## src/rtl/viola_pkg.sv

```systemverilog
// Shared definitions for the ALU reservation station: opcodes, tag width and entry layout.
package viola_pkg;

  localparam int TAG_W = 3;
  localparam logic [TAG_W-1:0] NO_TAG = '0;

  localparam logic [4:0] ADD  = 5'b00000;
  localparam logic [4:0] SUB  = 5'b00001;
  localparam logic [4:0] SLL  = 5'b00010;
  localparam logic [4:0] SLT  = 5'b00011;
  localparam logic [4:0] SLTU = 5'b00100;
  localparam logic [4:0] XOR  = 5'b00101;
  localparam logic [4:0] SRL  = 5'b00110;
  localparam logic [4:0] SRA  = 5'b00111;
  localparam logic [4:0] OR   = 5'b01000;
  localparam logic [4:0] AND  = 5'b01001;
  localparam logic [4:0] EQ   = 5'b10110;
  localparam logic [4:0] NE   = 5'b10111;
  localparam logic [4:0] LT   = 5'b11000;
  localparam logic [4:0] GE   = 5'b11001;
  localparam logic [4:0] GEU  = 5'b11010;
  localparam logic [4:0] LTU  = 5'b11011;

  typedef struct packed {
    logic             busy;
    logic [4:0]       op;
    logic [TAG_W-1:0] des;
    logic [TAG_W-1:0] qj;
    logic [TAG_W-1:0] qk;
    logic [31:0]      vj;
    logic [31:0]      vk;
    logic             is_branch;
  } rs_entry_t;

endpackage

```

## src/rtl/rs_prio_enc.sv

```systemverilog
// Lowest-index picker: one-hot grant, binary index and any-request flag.
module rs_prio_enc #(
  parameter int N  = 4,
  parameter int IW = (N > 1) ? $clog2(N) : 1
) (
  input  logic [N-1:0]  req,
  output logic [N-1:0]  onehot,
  output logic [IW-1:0] idx,
  output logic          found
);

  always_comb begin
    onehot = '0;
    idx    = '0;
    found  = 1'b0;
    for (int i = 0; i < N; i++) begin
      if (req[i] && !found) begin
        onehot[i] = 1'b1;
        idx       = IW'(i);
        found     = 1'b1;
      end
    end
  end

endmodule

```

## src/rtl/alu_rs.sv

```systemverilog
// ALU reservation station: DEPTH entries with tag wakeup from the ALU and load-store broadcasts.
// Optional macro ALU_RS_BYPASS_EN issues a ready dispatch straight through when nothing stored is ready.
module alu_rs #(
  parameter int DEPTH = 4,
  parameter int TAG_W = 3
) (
  input  logic                   clk,
  input  logic                   rst,
  input  logic                   pause,
  input  logic                   flush,
  input  logic                   in_valid,
  input  logic [4:0]             in_op,
  input  logic [TAG_W-1:0]       in_des,
  input  logic [31:0]            in_vj,
  input  logic [31:0]            in_vk,
  input  logic [TAG_W-1:0]       in_qj,
  input  logic [TAG_W-1:0]       in_qk,
  input  logic                   in_is_branch,
  input  logic [TAG_W-1:0]       alu_des,
  input  logic [31:0]            alu_result,
  input  logic [TAG_W-1:0]       lsb_des,
  input  logic [31:0]            lsb_result,
  output logic                   full,
  output logic [$clog2(DEPTH):0] count,
  output logic [31:0]            value_1,
  output logic [31:0]            value_2,
  output logic [4:0]             op,
  output logic [TAG_W-1:0]       des,
  output logic                   is_branch
);
  import viola_pkg::*;

  localparam int IW = $clog2(DEPTH);
  localparam int CW = IW + 1;
  localparam int SW = TAG_W + 32;

  // Returns {tag, value}; the ALU broadcast wins when both buses carry the same tag.
  function automatic logic [SW-1:0] snoop(
    input logic [TAG_W-1:0] q,     input logic [31:0] v,
    input logic [TAG_W-1:0] a_tag, input logic [31:0] a_val,
    input logic [TAG_W-1:0] l_tag, input logic [31:0] l_val
  );
    if (q != '0 && q == a_tag) return {{TAG_W{1'b0}}, a_val};
    if (q != '0 && q == l_tag) return {{TAG_W{1'b0}}, l_val};
    return {q, v};
  endfunction

  logic [DEPTH-1:0] busy_reg, busy_next, ready, issue_oh, alloc_oh;
  logic [IW-1:0]    alloc_idx, issue_idx;
  logic             alloc_found, issue_found;
  logic [SW-1:0]    in_j, in_k;
  logic             dispatch_ok, bypass, store, issue_fire;
  logic [CW-1:0]    count_reg, count_next;
  logic [31:0]      value_1_reg, value_1_next, value_2_reg, value_2_next;
  logic [4:0]       op_reg, op_next;
  logic [TAG_W-1:0] des_reg, des_next;
  logic             is_branch_reg, is_branch_next;

  logic [4:0]       e_op  [DEPTH];
  logic [TAG_W-1:0] e_des [DEPTH];
  logic [31:0]      e_vj  [DEPTH];
  logic [31:0]      e_vk  [DEPTH];
  logic             e_br  [DEPTH];

  rs_prio_enc #(.N(DEPTH), .IW(IW)) u_alloc (
    .req(~busy_reg), .onehot(alloc_oh), .idx(alloc_idx), .found(alloc_found)
  );
  rs_prio_enc #(.N(DEPTH), .IW(IW)) u_issue (
    .req(ready), .onehot(issue_oh), .idx(issue_idx), .found(issue_found)
  );

  assign full        = !alloc_found;
  assign in_j        = snoop(in_qj, in_vj, alu_des, alu_result, lsb_des, lsb_result);
  assign in_k        = snoop(in_qk, in_vk, alu_des, alu_result, lsb_des, lsb_result);
  assign dispatch_ok = in_valid && alloc_found && !flush;
  assign issue_fire  = issue_found && !pause && !flush;

`ifdef ALU_RS_BYPASS_EN
  assign bypass = dispatch_ok && !pause && !issue_found &&
                  in_j[SW-1:32] == '0 && in_k[SW-1:32] == '0;
`else
  assign bypass = 1'b0;
`endif

  assign store = dispatch_ok && !bypass;

  for (genvar gi = 0; gi < DEPTH; gi++) begin : g_entry
    logic [4:0]       op_q;
    logic [TAG_W-1:0] des_q, qj_q, qk_q;
    logic [31:0]      vj_q, vk_q;
    logic             br_q;
    logic [SW-1:0]    j_next, k_next;
    logic             we;

    assign we = store && alloc_idx == IW'(gi);

    always_comb begin
      j_next = snoop(qj_q, vj_q, alu_des, alu_result, lsb_des, lsb_result);
      k_next = snoop(qk_q, vk_q, alu_des, alu_result, lsb_des, lsb_result);
      if (we) begin
        j_next = in_j;
        k_next = in_k;
      end
    end

    always_ff @(posedge clk) begin
      {qj_q, vj_q} <= j_next;
      {qk_q, vk_q} <= k_next;
      if (we) begin
        op_q  <= in_op;
        des_q <= in_des;
        br_q  <= in_is_branch;
      end
    end

    assign ready[gi] = busy_reg[gi] && qj_q == '0 && qk_q == '0;
    assign e_op[gi]  = op_q;
    assign e_des[gi] = des_q;
    assign e_vj[gi]  = vj_q;
    assign e_vk[gi]  = vk_q;
    assign e_br[gi]  = br_q;
  end

  always_comb begin
    busy_next = busy_reg;
    if (flush) begin
      busy_next = '0;
    end else begin
      if (issue_fire) busy_next = busy_next & ~issue_oh;
      if (store)      busy_next = busy_next | alloc_oh;
    end
    count_next = '0;
    for (int i = 0; i < DEPTH; i++) count_next = count_next + CW'(busy_next[i]);
  end

  always_comb begin
    value_1_next   = value_1_reg;
    value_2_next   = value_2_reg;
    op_next        = op_reg;
    des_next       = des_reg;
    is_branch_next = is_branch_reg;
    if (flush || (!pause && !issue_found && !bypass)) begin
      value_1_next   = '0;
      value_2_next   = '0;
      op_next        = '0;
      des_next       = '0;
      is_branch_next = 1'b0;
    end else if (!pause && issue_found) begin
      value_1_next   = e_vj[issue_idx];
      value_2_next   = e_vk[issue_idx];
      op_next        = e_op[issue_idx];
      des_next       = e_des[issue_idx];
      is_branch_next = e_br[issue_idx];
    end else if (!pause && bypass) begin
      value_1_next   = in_j[31:0];
      value_2_next   = in_k[31:0];
      op_next        = in_op;
      des_next       = in_des;
      is_branch_next = in_is_branch;
    end
  end

  always_ff @(posedge clk or negedge rst) begin
    if (!rst) begin
      busy_reg      <= '0;
      count_reg     <= '0;
      value_1_reg   <= '0;
      value_2_reg   <= '0;
      op_reg        <= '0;
      des_reg       <= '0;
      is_branch_reg <= 1'b0;
    end else begin
      busy_reg      <= busy_next;
      count_reg     <= count_next;
      value_1_reg   <= value_1_next;
      value_2_reg   <= value_2_next;
      op_reg        <= op_next;
      des_reg       <= des_next;
      is_branch_reg <= is_branch_next;
    end
  end

  assign count     = count_reg;
  assign value_1   = value_1_reg;
  assign value_2   = value_2_reg;
  assign op        = op_reg;
  assign des       = des_reg;
  assign is_branch = is_branch_reg;

endmodule

```

## config.mk

```make
export PLATFORM = sky130hd
export DESIGN_NAME = alu_rs
export DESIGN_NICKNAME = d
export VERILOG_FILES = /design/src/rtl/viola_pkg.sv /design/src/rtl/rs_prio_enc.sv /design/src/rtl/alu_rs.sv
export SDC_FILE = /design/constraint.sdc
export NUM_CORES = 1
export LEC_CHECK = 0
export BUFFER_PORTS_ARGS = -buffer_cell sky130_fd_sc_hd__buf_2
export CAP_MARGIN = 40
export CORE_MARGIN = 2
export CORE_UTILIZATION = 29
export DETAILED_ROUTE_END_ITERATION = 10
export PLACE_DENSITY_LB_ADDON = 0.3
export SKIP_LAST_GASP = 1
export SLEW_MARGIN = 20
export SYNTH_ARGS = -nofsm -noshare
export SYNTH_HDL_FRONTEND = slang
export SYNTH_SLANG_ARGS = --single-unit
```

## constraint.sdc

```tcl
create_clock -name clk -period 7.35 [get_ports clk]
set_input_delay 1.1025 -clock clk [delete_from_list [all_inputs] [get_ports clk]]
set_output_delay 1.1025 -clock clk [all_outputs]
set_load 0.1 [all_outputs]
```

==> qor.yml <==
floorplanning:
  core_region_area_um2: 81700
  initial_utilization_pct: 29.1
  pin_count: 231
  die_w_um: 290
  fp.dieH_um: 290
  row_count: 105
  fp.dieArea_um2: 84400
worst_hold_path:
  min_from: "value_2[5]$_DFFE_PN0P_"
  hold_end: "value_2[5]$_DFFE_PN0P_"
  hold_path_class: "reg2reg"
  hold-path-cell-count: 1
clock_network:
  cts_max_level: 2
  cts_tree: "built"
  cts_sinks: 396
  cts_buffers: 45
  post_cts_buffers: 0
  cts-root-buf: "clkbuf_16"
  clock_tree.buffer_depth: 3
  clk_pin_slew_ps: 60
  cts_resized: 0
  insertion_delay_ps: 590
  ctsHoldBuffers: 0
placed_design:
  place.gp.congestion: 0.794
  portBuffers: 230
  hpwl_um: 49600
timing:
  fin_crit_ps: 3530
  fin_crit_sh_pct: 48.0
  fmax_mhz: 283
  finalSetupViolCount: 0
  tns_ps: 0
  slew_headroom_pct: 39.9
  hold_violations: 0
  tightest_slew_ps: 901
  rsz0062_at_grt: "no"
  finalMaxSlewViolations: 0
  skew_ps: 13.7
routing:
  drc: 0
  routedWlPerCell_um: 26.3
  wirelength_um: 81100
  drtIter0Drc: 1021
  vias: 16100
  drt.antenna.violating_nets: 0
  dr.pass1.iters: 5
  vias_per_cell: 5.23
layout:
  final_common_cell: "mux2i_1"
  postLayoutCoreUtil_pct: 33.5
  mostFrequentLayoutCells: "mux2i_1, edfxtp_1, buf_2"
  finalNetCount: 2138
  drive_gt1_share_pct: 23.2
  area_growth_pct: 14.9
yosys:
  ys_types: 47
  synth_top_family_by_area: "multiplexers"
  synth_area_leaders: "edfxtp_1, mux2i_1, dfrtp_1"
  syn_nets: 2035
  synth_fa_ha_area_share_pct: 0.189
  synth-simple-area-share_pct: 6.33
  synthArstFlopShare_pct: 20.2
  ys_ff_latch: 396
  avgSynthCellArea_um2: 12.7
  yosysTopAreaCellShare_pct: 39.9
  syn_area_um2: 23800
  syn_inst: 1878
  synth_edf_count: 316
  synth-main-ff-cell: "edfxtp_1"
  ys_seq_area_share_pct: 48.3
  yosys.area.top_type: "edfxtp_1"
  synth_xor_xnor_area_share_pct: 2.14
  synth_compound_area_share_pct: 7.79
  synth.mux.area_fraction_pct: 31.0
  synth.yosys.warnings: 0
grt:
  grt_max_degree: 74
  grt_pass1_wl_um: 119000
  grt.total_usage_pct: 18.9
  grt_pass1_vias: 17300
  antenna_found_initial: 5
  grt-ovfl-total: 0
setup_path:
  worstPathRequired_ps: 7820
  worstSetupPathType: "reg2reg"
  cp.arrival_ps: 4000
  worstSetupStartpointType: "register"
  r2r_slack_ps: 3820
  critPathCaptureType: "register"
  worst_r2r_endpoint: "value_1[5]$_DFFE_PN0P_"
  cp_max_fo: 52
  reg2reg_from: "g_entry[1].qk_q[1]$_SDFFCE_PN0P_"
  r2r_cells: 6
power_and_ir_drop:
  powerDensity_nw_per_um2: 235
  leakagePower_nw: 14.0
  vdd_drop_max_mv: 0.165
run_status:
  status: "completed"
job:
  maxCapViolCount: 0
## synth_stat cells, types with 3 or more instances
library cell	instances
nand4_1	9
buf_4	10
a32o_1	65
xnor2_1	29
nand3_1	74
nor3_1	4
dfrtp_1	80
clkbuf_1	81
o21ai_0	12
mux2i_1	522
mux2_2	10
buf_2	76
o31ai_1	8
inv_1	9
a21o_1	66
buf_1	29
buf_6	6
mux2_4	54
nor4_1	8
o21a_1	66
mux2i_4	54
a21oi_1	8
or3_1	4
nand2_1	172
or4_1	3
and3_1	8
nor2_1	38
o211ai_1	3
edfxtp_1	316
xor2_1	29
## critical path: stages, from the launching register on
cell and delay [ps]:
edfxtp_1 460, nor4_1 690, nand2_1 370, o211ai_4 450
buf_4 760, nand3_1 290, a32o_1 340
## worst max path at each step
stage	start	end	slack (ps)	cells past startpoint
2_1_floorplan	flush	g_entry[1].qj_q[0]$_SDFFCE_PN0P_	3990	6
3_3_place_gp	flush	g_entry[1].vk_q[17]$_DFFE_PP_	3140	6
3_5_place_dp	lsb_des[1]	g_entry[3].vk_q[2]$_DFFE_PP_	3180	6
4_1_cts	lsb_des[1]	g_entry[3].vk_q[2]$_DFFE_PP_	3780	6
5_1_grt	g_entry[1].qk_q[1]$_SDFFCE_PN0P_	value_1[5]$_DFFE_PN0P_	3580	6
6_report	g_entry[1].qk_q[1]$_SDFFCE_PN0P_	value_1[5]$_DFFE_PN0P_	3820	6
## cell type report
cell class / count / area, um2
fillers: 8122 / 54400
flip-flops and latches: 396 / 11500
multi-input cells: 1268 / 11500
repair buffers: 261 / 1570
well taps: 1070 / 1340
clock buffers: 71 / 1330
clock inverters: 11 / 105
inverters: 9 / 33.8
diodes: 1 / 2.50
## per-stage QoR
step	cells	worst slack (ps)	power [W]	hold WS (ps)	area [um2]
2_1_floorplan	1878	3990	0.00382	571	23800
4_1_cts	3081	3780	0.00649	493	27200
6_report	3087	3820	0.00643	486	27300
3_3_place_gp	2992	3140	0.00421	458	25600
3_5_place_dp	2999	3180	0.00425	476	25800
5_1_grt	3086	3580	0.00668	507	27300
## cells by family after synthesis
logic type / Yosys count
AO/OA/AOI/OAI: 231
flip-flops: 396
AND/OR/NAND/NOR: 336
adder cells (fa/ha/maj): 3
buffers and inverters: 214
XOR/XNOR: 58
multiplexers: 640
## power by group
group | internal [W] | total [W] | switching, W
registers | 0.00280 | 0.00289 | 0.0000884
clock network | 0.00130 | 0.00223 | 0.000931
logic | 0.000477 | 0.00131 | 0.000833
## routing by layer
layer / share of wire [%] / GRT usage [%] / vias up
met5: 0 / 0 / -
met4: 2.8 / 5.55 / 0
met3: 4.7 / 3.07 / 117
met2: 49 / 33.2 / 440
met1: 43 / 24.0 / 8370
li1: - / - / 7212
No activity file was read; power rests on OpenSTA's default activity.
